### config.mk
export PLATFORM = sky130hd
export DESIGN_NAME = onchip_ram_bist_master
export DESIGN_NICKNAME = d
export VERILOG_FILES = /design/src/rtl/onchip_ram_bist_master.sv
export SDC_FILE = /design/constraint.sdc
export NUM_CORES = 1
export LEC_CHECK = 0
export BUFFER_PORTS_ARGS = -buffer_cell sky130_fd_sc_hd__clkbuf_2
export CORE_ASPECT_RATIO = 0.9
export CORE_UTILIZATION = 59
export CTS_CLUSTER_DIAMETER = 150
export CTS_CLUSTER_SIZE = 10
export DETAILED_ROUTE_END_ITERATION = 10
export PLACE_DENSITY = 0.86
export SETUP_SLACK_MARGIN = 0.15
export SLEW_MARGIN = 5
export SYNTH_ARGS = -nofsm -noshare
export SYNTH_HDL_FRONTEND = slang
export SYNTH_SLANG_ARGS = --single-unit
### constraint.sdc
create_clock -name clk -period 5.72 [get_ports clk]
set_input_delay 0.572 -clock clk [delete_from_list [all_inputs] [get_ports clk]]
set_output_delay 0.572 -clock clk [all_outputs]
set_load 0.1 [all_outputs]
### src/rtl/onchip_ram_bist_master.sv
// ---------------------------------------------------------------------------
// onchip_ram_bist_master
//
// Avalon-MM built-in self-test master for the single-port on-chip RAM.
// On start it writes a pattern (incrementing or checkerboard) over a word
// window, reads the window back, and counts mismatches against the same
// pattern regenerated on the fly.
//
// Optional feature macro: ONCHIP_RAM_BIST_FIRST_FAIL_EN
//   defined   -> first mismatching address/readdata of a run are captured
//   undefined -> first_fail_addr / first_fail_data are tied to zero
//
// state   | meaning
// --------+--------------------------------------------------------------
// IDLE    | after reset, waiting for start
// WRITE   | one pattern write per cycle, window index 0..len-1
// READ    | one read per cycle, compare trails by one cycle
// DRAIN   | bus idle, last read word is compared
// DONE    | result valid, waiting for the next start
// ---------------------------------------------------------------------------
module onchip_ram_bist_master #(
    parameter int ADDR_W = 13,
    parameter int DATA_W = 64,
    parameter int BE_W   = DATA_W / 8
) (
    input  logic              clk,
    input  logic              reset_n,
    input  logic              start,
    input  logic [ADDR_W-1:0] base,
    input  logic [ADDR_W:0]   len,
    input  logic              pat_sel,
    input  logic [DATA_W-1:0] seed,
    output logic              busy,
    output logic              done,
    output logic              pass,
    output logic [15:0]       err_cnt,
    output logic [ADDR_W-1:0] first_fail_addr,
    output logic [DATA_W-1:0] first_fail_data,
    output logic [ADDR_W-1:0] address,
    output logic [BE_W-1:0]   byteenable,
    output logic              chipselect,
    output logic              write,
    output logic [DATA_W-1:0] writedata,
    output logic              clken,
    input  logic [DATA_W-1:0] readdata
);

    localparam logic [2:0] S_IDLE  = 3'd0;
    localparam logic [2:0] S_WRITE = 3'd1;
    localparam logic [2:0] S_READ  = 3'd2;
    localparam logic [2:0] S_DRAIN = 3'd3;
    localparam logic [2:0] S_DONE  = 3'd4;

    logic [2:0]        state_q,     state_d;
    logic              busy_q,      busy_d;
    logic              done_q,      done_d;
    logic              pass_q,      pass_d;
    logic [15:0]       err_cnt_q,   err_cnt_d;
    logic [ADDR_W-1:0] addr_q,      addr_d;
    logic [BE_W-1:0]   be_q,        be_d;
    logic              cs_q,        cs_d;
    logic              wr_q,        wr_d;
    logic [DATA_W-1:0] pat_q,       pat_d;
    logic              clken_q;

    // Window parameters latched at start; idx counts through the window.
    logic [ADDR_W-1:0] base_q,      base_d;
    logic [ADDR_W-1:0] last_q,      last_d;
    logic              pat_sel_q,   pat_sel_d;
    logic [DATA_W-1:0] seed_q,      seed_d;
    logic [ADDR_W-1:0] idx_q,       idx_d;

    // One-stage compare pipeline matching the RAM read latency.
    logic              cmp_valid_q, cmp_valid_d;
    logic [DATA_W-1:0] exp_q,       exp_d;

    logic              mismatch;
    logic [DATA_W-1:0] next_pat;
    logic              at_last;

    assign mismatch = cmp_valid_q && (readdata != exp_q);
    assign next_pat = pat_sel_q ? ~pat_q : (pat_q + DATA_W'(1));
    assign at_last  = (idx_q == last_q);

    // Next-state logic: sequencing, bus strobes, pattern generator and compare.
    always_comb begin
        state_d     = state_q;
        busy_d      = busy_q;
        done_d      = done_q;
        pass_d      = pass_q;
        err_cnt_d   = err_cnt_q;
        addr_d      = addr_q;
        cs_d        = cs_q;
        wr_d        = wr_q;
        pat_d       = pat_q;
        base_d      = base_q;
        last_d      = last_q;
        pat_sel_d   = pat_sel_q;
        seed_d      = seed_q;
        idx_d       = idx_q;
        cmp_valid_d = 1'b0;
        exp_d       = exp_q;

        if (mismatch && (err_cnt_q != 16'hFFFF)) begin
            err_cnt_d = err_cnt_q + 16'd1;
        end

        case (state_q)
            S_IDLE, S_DONE: begin
                if (start) begin
                    base_d    = base;
                    pat_sel_d = pat_sel;
                    seed_d    = seed;
                    // len == 2^ADDR_W has zero low bits, so this wraps to the top index.
                    last_d    = len[ADDR_W-1:0] - ADDR_W'(1);
                    idx_d     = '0;
                    err_cnt_d = '0;
                    if (len == '0) begin
                        state_d = S_DONE;
                        busy_d  = 1'b0;
                        done_d  = 1'b1;
                        pass_d  = 1'b1;
                        cs_d    = 1'b0;
                        wr_d    = 1'b0;
                    end else begin
                        state_d = S_WRITE;
                        busy_d  = 1'b1;
                        done_d  = 1'b0;
                        pass_d  = 1'b0;
                        cs_d    = 1'b1;
                        wr_d    = 1'b1;
                        addr_d  = base;
                        pat_d   = seed;
                    end
                end
            end
            S_WRITE: begin
                if (at_last) begin
                    // Restart address and pattern for the read-back pass.
                    state_d = S_READ;
                    wr_d    = 1'b0;
                    idx_d   = '0;
                    addr_d  = base_q;
                    pat_d   = seed_q;
                end else begin
                    idx_d   = idx_q + ADDR_W'(1);
                    addr_d  = addr_q + ADDR_W'(1);
                    pat_d   = next_pat;
                end
            end
            S_READ: begin
                cmp_valid_d = 1'b1;
                exp_d       = pat_q;
                if (at_last) begin
                    state_d = S_DRAIN;
                    cs_d    = 1'b0;
                end else begin
                    idx_d   = idx_q + ADDR_W'(1);
                    addr_d  = addr_q + ADDR_W'(1);
                    pat_d   = next_pat;
                end
            end
            S_DRAIN: begin
                state_d = S_DONE;
                busy_d  = 1'b0;
                done_d  = 1'b1;
                pass_d  = (err_cnt_d == 16'd0);
            end
            default: begin
                state_d = S_IDLE;
                busy_d  = 1'b0;
                done_d  = 1'b0;
                cs_d    = 1'b0;
                wr_d    = 1'b0;
            end
        endcase

        be_d = {BE_W{cs_d}};
    end

    // State, bus and result registers.
    always_ff @(posedge clk or negedge reset_n) begin
        if (!reset_n) begin
            state_q     <= S_IDLE;
            busy_q      <= 1'b0;
            done_q      <= 1'b0;
            pass_q      <= 1'b0;
            err_cnt_q   <= '0;
            addr_q      <= '0;
            be_q        <= '0;
            cs_q        <= 1'b0;
            wr_q        <= 1'b0;
            pat_q       <= '0;
            base_q      <= '0;
            last_q      <= '0;
            pat_sel_q   <= 1'b0;
            seed_q      <= '0;
            idx_q       <= '0;
            cmp_valid_q <= 1'b0;
            exp_q       <= '0;
        end else begin
            state_q     <= state_d;
            busy_q      <= busy_d;
            done_q      <= done_d;
            pass_q      <= pass_d;
            err_cnt_q   <= err_cnt_d;
            addr_q      <= addr_d;
            be_q        <= be_d;
            cs_q        <= cs_d;
            wr_q        <= wr_d;
            pat_q       <= pat_d;
            base_q      <= base_d;
            last_q      <= last_d;
            pat_sel_q   <= pat_sel_d;
            seed_q      <= seed_d;
            idx_q       <= idx_d;
            cmp_valid_q <= cmp_valid_d;
            exp_q       <= exp_d;
        end
    end

    // RAM clock enable drops only while reset is asserted.
    always_ff @(posedge clk or negedge reset_n) begin
        if (!reset_n) begin
            clken_q <= 1'b0;
        end else begin
            clken_q <= 1'b1;
        end
    end

`ifdef ONCHIP_RAM_BIST_FIRST_FAIL_EN
    logic [ADDR_W-1:0] cmp_addr_q;
    logic [ADDR_W-1:0] ff_addr_q;
    logic [DATA_W-1:0] ff_data_q;

    // Capture the first mismatch of a run; err_cnt_q is still zero on that cycle.
    always_ff @(posedge clk or negedge reset_n) begin
        if (!reset_n) begin
            cmp_addr_q <= '0;
            ff_addr_q  <= '0;
            ff_data_q  <= '0;
        end else begin
            if (state_q == S_READ) begin
                cmp_addr_q <= addr_q;
            end
            if (((state_q == S_IDLE) || (state_q == S_DONE)) && start) begin
                ff_addr_q <= '0;
                ff_data_q <= '0;
            end else if (mismatch && (err_cnt_q == 16'd0)) begin
                ff_addr_q <= cmp_addr_q;
                ff_data_q <= readdata;
            end
        end
    end

    assign first_fail_addr = ff_addr_q;
    assign first_fail_data = ff_data_q;
`else
    assign first_fail_addr = '0;
    assign first_fail_data = '0;
`endif

    assign busy       = busy_q;
    assign done       = done_q;
    assign pass       = pass_q;
    assign err_cnt    = err_cnt_q;
    assign address    = addr_q;
    assign byteenable = be_q;
    assign chipselect = cs_q;
    assign write      = wr_q;
    assign writedata  = pat_q;
    assign clken      = clken_q;

endmodule

# Word level (Yosys, flattened, before mapping)

Index checks and enable logic that the tools add are counted.

Output and inout port bits: 184
Word-level logic and storage cells: 92
Flip-flop bits (word level): 272

Add/subtract/negate cells: 5
Multiplexer cells: 36
Bitwise operators: 3
Equal/unequal tests: 12
Reductions and logical operators: 18

Operators by type and width:

| operator              | number |
|---|---|
| $mux 64               | 5 |
| $pmux 64 s3           | 1 |
| $mux 13               | 7 |
| $pmux 13 s3           | 2 |
| $add 64x1->64 const B | 1 |
| $ne 64x64->1          | 1 |
| $not 64->64           | 1 |
| $mux 16               | 3 |
| $add 13x1->13 const B | 2 |
| $add 16x1->16 const B | 1 |
| $logic_not 16->1      | 1 |
| $ne 16x16->1 const B  | 1 |
| $logic_not 14->1      | 1 |
| $eq 13x13->1          | 1 |
| $sub 13x1->13 const B | 1 |
| $mux 3                | 4 |
| $pmux 3 s4            | 1 |
| $ne 2x2->1 const B    | 5 |
| $pmux 1 s3            | 3 |
| $reduce_and 3->1      | 3 |
| $mux 1                | 8 |
| $reduce_or 2->1       | 4 |
| $eq 3x2->1 const B    | 2 |
| $reduce_and 2->1      | 3 |
| other kinds (9)       | 12 |

# Depth between registers and ports, before layout

Gate-level depths: netlist of the first run.

Word-level depth: 6
Depth in mapped cells: 12
Depth with buffers taken out: 10

# Worst setup path after synthesis of the first run

No wires, ideal clock.

Kind: register -> register
Start: reg pat_q[1] (netlist: writedata[1])
End: reg pat_q[62] (netlist: writedata[62])
Path slack: 2.449 ns
Stages on the path, launching flop included: 10
Required time: 5.598 ns
Library setup time: 0.122 ns
Arrival time: 3.149 ns
Cell sequence: dfrtp_1 > ha_1 > nand4_1 > or4_4 > o41ai_4 > o21a_4 > a21boi_2 > o21ai_1 > a21o_1 > a22o_1

Longest elaborated chain between the ends: 4

RTL lines:

| what                              | line     | source |
|---|---|---|
| start: declaration                | 63       | `logic [DATA_W-1:0] pat_q, pat_d;` |
| start signal: assignment          | 211      | `pat_q <= pat_d;` |
| $add 64x1->64 (*)                 | 82       | `assign next_pat = pat_sel_q ? ~pat_q : (pat_q + DATA_W'(1));` |
| $mux 64 (*)                       | 82       |  |
| $mux 64, on equally long branches | 154, 138 |  |
| $pmux 64 s3 (*)                   | 108      | `case (state_q)` |

Mark *: on every way between the ends. The rest lies on a longest branch, timed or not. The select of a mux whose other input is x is not followed.
A chain may end at the register's enable or synchronous reset.

# Final worst setup path of the first run

Start: reg state_q[0]
End: reg idx_q[5]

Longest elaborated chain between the ends: 4

RTL lines:

| what                                                             | line | source |
|---|---|---|
| start: declaration                                               | 54   | `logic [2:0] state_q, state_d;` |
| start signal: assignment                                         | 202  | `state_q <= state_d;` |
| $eq 3x3->1 / $logic_not 3->1 (equally long branches)             | 108  |  |
| $reduce_or 2->1                                                  | 108  |  |
| $ne 2x2->1 (no line) / $reduce_bool 3->1 (equally long branches) | --   |  |
| $reduce_and 3->1 (no line)                                       | --   |  |
| end signal: assignment                                           | 216  | `idx_q <= idx_d;` |
| end: declaration                                                 | 71   | `logic [ADDR_W-1:0] idx_q, idx_d;` |

Several ways; a longest one is shown, not always the timed one.

==> results.toml, run 1 <==
[place]
io_buffer_count = 265
dp.cells = 2178
place_hpwl_um = 30390
dp_slack_ns = 1.924
place_area_mm2 = 0.01629
finalWeightedCongestion = 0.9172

[cts]
postCtsResizedCells = 0
numCtsBuffers = 31
hold_buffers = 1
cts_tree = "built"
cts_sinks = 271
clock_latency_ns = 0.55
post-cts-setup-buffer-count = 0
root_buffer = "clkbuf_16"
path_clk_slew_ns = 0.06
clockBufferDepth = 3
cts_max_level = 1

[sta]
relSlewSlack = 0.1890
hold_viol = 0
post-route-worst-setup-slack_ns = 1.804
worst_clock_skew_ns = 0.01395
tightest_slew_ns = 1.217
grt_setup_unrepaired = "false"
drv_slew = 0
layout_worst_path_cycle_share = 0.6845
setup-violations-final = 0
fmax_mhz = 255.4
period_needed_ns = 3.916
fin_setup_tns_ns = 0

[finish]
finalCoreUtilization = 0.6792
final_net_count = 2034
final_design_area_no_fill_mm2 = 0.01711
area_delta_synth_final_pct = 12.63
drive_gt1_frac = 0.2153
num-fill-cells = 1989
stdcell_count = 2216

[floorplan]
core_area_mm2 = 0.02519
die_area_mm2 = 0.02639
rows = 55
die_h_um = 154.2
pin_count = 343
start_util = 0.6031
die_w_um = 171.1

[min_path]
hold_class = "input pin to register"

[grt]
grt_pass1_vias = 12850
antenna_found_initial = 2
grt_pass1_wl_um = 69450
grt_max_degree = 139
globalRouteTotalUtil = 0.3345
gr-total-overflow = 0

[pwr]
p_clk_frac = 0.162
intPower_mw = 4.750
seqPwrFrac = 0.328
swShare = 0.5446
ir_drop_mv = 0.5579
power_density_mw_per_mm2 = 609.8
p_leak_nw = 8.205
switchingPower_mw = 5.682
combPwrFrac = 0.511

[detailed_routing]
drc_errors = 0
final_antenna_net_count = 0
drt_iter0_markers = 1901
wl_per_cell_um = 20.04
drtPass1Iterations = 10
wl_um = 44420
vias_per_cell = 6.218
routed-via-count = 13780

[logic_synthesis]
synth_edf_count = 0
yosys_most_used_dff = "dfrtp_1"
yosysSeqAreaShare = 0.4465
yosysUniqueCellTypes = 75
synth-seq-cells = 271
ys_warn_count = 0
postSynth.asyncResetShare = 1.000
synth_area_mm2 = 0.01519
netlist_instances = 1667
synth.avg_cell_area_um2 = 9.112

[worst_setup_path]
worstPathArrival_ns = 4.38
critical_path_class = "register to register"
crit_path_max_fanout = 51
crit_path_start_kind = "register"
critical_path_required_ns = 6.19
critPathCaptureType = "register"

[run]
drv_cap = 0

[outcome]
status = "completed"
cell usage after synthesis (all sizes together), types with 3 or more instances:
library cell | number | area [µm²]
nand2 | 297 | 1125
dfrtp | 271 | 6782
nor2 | 122 | 457.9
buf | 113 | 822.0
o21ai | 109 | 545.5
xnor2 | 88 | 770.7
clkbuf | 73 | 281.5
mux2 | 65 | 732.0
a21oi | 49 | 249.0
nor3 | 49 | 256.5
inv | 37 | 138.9
a222oi | 35 | 350.3
and3 | 35 | 219.0
nand4 | 35 | 225.2
a221oi | 31 | 271.5
nand3 | 31 | 155.2
xor2 | 30 | 262.8
o22ai | 29 | 193.9
a31oi | 18 | 112.6
nor4 | 15 | 108.9
and4 | 13 | 113.9
nor2b | 12 | 77.58
a22oi | 11 | 82.58
and2 | 8 | 50.05
mux2i | 8 | 80.08
o31a | 8 | 70.07
o2bb2ai | 7 | 61.31
a211oi | 6 | 50.05
a21o | 6 | 45.04
ha | 5 | 62.56
nand2b | 5 | 38.78
o21a | 5 | 45.04
a21boi | 4 | 33.78
a41oi | 3 | 26.28
o211ai | 3 | 22.52
o31ai | 3 | 22.52
or2 | 3 | 18.77
or3 | 3 | 23.77
or4 | 3 | 26.27
layer usage:
layer  global-route usage  share of wire  vias up
met5                    0              0        -
met2               0.4986           0.45      885
li1                     -              -     6129
met3              0.06346           0.11      121
met4               0.1535          0.046        0
met1               0.4734           0.40     6644
layout make-up:
class	instances	area, µm²	share of cell area
clock buffer	33	783.3	0.04578
tap	342	427.9	0.02501
antenna	2	5.005	0.0002925
multi-input combinational	1249	7488	0.4377
sequential	271	6783	0.3965
timing repair buffer	280	1464	0.08557
clock inverter	2	17.52	0.001024
inverter	37	138.9	0.008118
final timing paths:
kind | start | slack, ns | end | cells past startpoint
hold reg to reg | seed_q[44] | 0.48 | seed_q[44] | 2
setup / recovery | state_q[0] | 1.80 | idx_q[5] | 7
setup reg to reg | state_q[0] | 1.80 | idx_q[5] | 7
max in group asynchronous | reset_n | 3.77 | pat_sel_q | 3
hold / removal | seed[57] | 0.23 | seed_q[57] | 3
min in group asynchronous | reset_n | 0.54 | base_q[7] | 2
power by group through the flow:
stage | Combinational, mW | Clock [mW] | Sequential [mW]
after global placement | 5.14 | 0 | 3.36
final | 5.33 | 1.69 | 3.42
after floorplan | 2.40 | 0 | 5.21
after global routing | 5.65 | 1.78 | 3.50
after detailed placement | 5.28 | 0 | 3.40
after CTS | 5.30 | 1.71 | 3.38
state kept, by name, indices dropped and copies added (netlist names):
signal,count
clken,1
idx_q,13
pass,1
done,1
state_q,3
address,13
chipselect,1
busy,1
writedata,64
exp_q,64
seed_q,64
write,1
err_cnt,16
cmp_valid_q,1
last_q,13
pat_sel_q,1
base_q,13
worst max-delay path, cell delays in order (launching register included):
cell and delay [ns]:
dfrtp_1 0.48, nand2b_1 0.25, nor2_4 0.64, buf_4 0.70
a21o_1 0.74, buf_4 0.49, a21oi_1 0.24, nor2_1 0.22
through the flow:
step,power [mW],hold WS [ns]
floorplan,7.615,0.2764
CTS,10.39,0.2099
finish,10.43,0.2255
detailed placement,8.676,0.4639
global placement,8.501,0.4576
global route,10.93,0.2304
logic make-up after synthesis:
logic type      share of synthesized area
compound gates                     0.1521
flops                              0.4465
mux                               0.05346
xor+xnor                          0.06804
other cells                     0.0004944
simple gates                       0.1935
buf+inv                           0.08180
fa+ha+maj                        0.004119
cells in the final DEF, fill, tap and decap left out, drive strengths merged, types with 4 or more instances in the layout:
master,n
nand3,31
a21oi,49
nand4,35
buf,15
o31a,8
xnor2,88
nor2,122
inv,39
a31oi,18
nor2b,12
o21a,5
xor2,30
clkbuf,297
and2,8
and4,13
mux2i,8
a221oi,31
o2bb2ai,7
a222oi,35
mux2,65
a211oi,6
nor3,49
nand2b,5
conb,78
o21ai,109
a21boi,4
a21o,6
ha,5
a22oi,11
nand2,297
dfrtp,271
nor4,15
o22ai,29
and3,35
(Power assumes the default switching activity.)
==> run 2, diff against run 1 <==
--- a/config.mk
+++ b/config.mk
@@ -7,11 +7,11 @@
 export LEC_CHECK = 0
 export BUFFER_PORTS_ARGS = -buffer_cell sky130_fd_sc_hd__clkbuf_2
 export CORE_ASPECT_RATIO = 0.9
-export CORE_UTILIZATION = 59
+export CORE_UTILIZATION = 50
 export CTS_CLUSTER_DIAMETER = 150
 export CTS_CLUSTER_SIZE = 10
 export DETAILED_ROUTE_END_ITERATION = 10
-export PLACE_DENSITY = 0.86
+export PLACE_DENSITY = 0.78
 export SETUP_SLACK_MARGIN = 0.15
 export SLEW_MARGIN = 5
 export SYNTH_ARGS = -nofsm -noshare
==> constraint.sdc (replaced) <==
create_clock -name clk -period 3.35 [get_ports clk]
set_input_delay 0.335 -clock clk [delete_from_list [all_inputs] [get_ports clk]]
set_output_delay 0.335 -clock clk [all_outputs]
set_load 0.1 [all_outputs]
==> run 2 against run 1 <==
Compared with the run above:
- sequential share of layout area down 1.8 points
- power up 73%
- register-to-register slack lost 1.4 ns
- critical path type unchanged
- highest routed layer is now met5
==> results.toml, run 2 (same netlist as run 1, synthesis figures left out) <==
[worst_setup_path]
ff2ff_path_depth = 9
r2r-start = "writedata[1]"
critical_path_required_ns = 3.79
r2r_end = "writedata[58]"
critPathCaptureType = "register"
setup.worst_path.start = "writedata[1]"
critical_path_class = "register to register"
worstPathArrival_ns = 3.39
crit_path_start_kind = "register"
crit_path_max_fanout = 7
reg2reg_slack_ns = 0.41

[pwr]
power_mw = 18.01
ir_drop_mv = 0.8612
p_leak_nw = 8.514
power_density_mw_per_mm2 = 1006

[floorplan]
pin_count = 343
core_area_mm2 = 0.02988
die_w_um = 185.7
rows = 60
die_area_mm2 = 0.03108
start_util = 0.5084
die_h_um = 167.4

[finish]
multiInputGateArea_mm2 = 0.007492
drive_gt1_frac = 0.2149
stdcell_count = 2343
num-fill-cells = 2586
layout_common_cells = "nand2_1 (294), dfrtp_1 (268), clkbuf_2 (264), nor2_1 (120), o21ai_0 (108)"
final_net_count = 2101
final_common_cell = "nand2_1"
diodes = 0
area_delta_synth_final_pct = 17.89
ff_latch_area_mm2 = 0.006785

[detailed_routing]
drtPass1Iterations = 7
wl_per_cell_um = 20.05
drc_errors = 0
final_antenna_net_count = 0
vias_per_cell = 5.936
routed-via-count = 13910
wl_um = 46980
drt_iter0_markers = 1450

[sta]
tightest_slew_ns = 0.9423
hold_viol = 0
layout_worst_path_cycle_share = 0.8791
relSlewSlack = 0.3695
setup-violations-final = 0
whs_ns = 0.01891
worst_clock_skew_ns = 0.01286
fmax_mhz = 339.6
grt_setup_unrepaired = "false"
fin_setup_tns_ns = 0
drv_slew = 0
period_needed_ns = 2.945

[place]
place_hpwl_um = 32350
dp.cells = 2250
finalWeightedCongestion = 0.9093
io_buffer_count = 265

[grt]
grt_pass1_wl_um = 72590
grt_max_degree = 96
globalRouteTotalUtil = 0.2989
grt_pass1_vias = 13160
antenna_found_initial = 2
gr-total-overflow = 0

[cts]
cts_tree = "built"
cts_max_level = 1
post-cts-setup-buffer-count = 0
root_buffer = "clkbuf_16"
clockBufferDepth = 3
path_clk_slew_ns = 0.05
cts_sinks = 271
clock_latency_ns = 0.56
numCtsBuffers = 31

[run]
drv_cap = 0

[outcome]
status = "completed"

[min_path]
hold_depth = 3
min_to = "seed_q[7]"
worstHoldStart = "seed[7]"
hold_class = "input pin to register"
==> run 2: changes by cell type in the layout (fill, tap and decap cells not counted), sizes merged <==
| cell | change |
|---|---|
| buf | +11 |
| clkbuf | +1 |
| diode | -2 |
| dlygate4sd3 | +56 |
==> run 2: critical path, cell delays in order, from the launching register on <==
cell and delay (ns):
dfrtp_2 0.42, ha_1 0.24, nand4_1 0.21, or4_4 0.50
o41ai_4 0.45, o21a_4 0.24, o21a_1 0.22, nor2b_1 0.24
o21ai_0 0.13, o2bb2ai_1 0.17
==> run 2: what timing repair did <==
item | in CTS | in global routing
hold buffers | 57 | 0
endpoints found under the setup margin | 0 | 6
endpoints found under the hold margin | 146 | 0
resized for setup | 0 | 2
==> run 2: final cells by class <==
class | count | share of cell area
inverter | 37 | 0.007756
clock buffer | 34 | 0.04395
timing repair buffer | 347 | 0.1219
clock inverter | 2 | 0.0009782
tap | 403 | 0.02816
sequential | 271 | 0.3789
multi-input combinational | 1249 | 0.4184
==> run 2: worst max path at each step <==
stage,cells after the start,endpoint
after global routing,9,writedata[32]
after CTS,8,writedata[58]
after detailed placement,10,writedata[15]
final,9,writedata[58]
after global placement,10,writedata[16]
after floorplan,7,writedata[53]
==> run 2: power by group <==
part           switching, mW  internal, mW
logic                   7.02          2.16
clock network           1.30          1.63
registers               1.47          4.44
==> run 2: metal layers <==
layer | vias to the layer above | track usage | share of wire
met5 | - | 0 | 0.00049
met4 | 4 | 0.1201 | 0.039
met3 | 115 | 0.06742 | 0.10
met2 | 828 | 0.4534 | 0.45
met1 | 6699 | 0.4129 | 0.41
li1 | 6262 | - | -
==> run 2: per-stage QoR <==
stage | instance area [µm²] | util | worst slack [ns]
final | 17910 | 0.5993 | 0.4052
after global routing | 17910 | 0.5993 | 0.2012
after CTS | 17900 | 0.5992 | 0.3122
after detailed placement | 16530 | 0.5532 | 0.3119
after floorplan | 15480 | - | 0.2973
after global placement | 16530 | 0.5532 | 0.4547
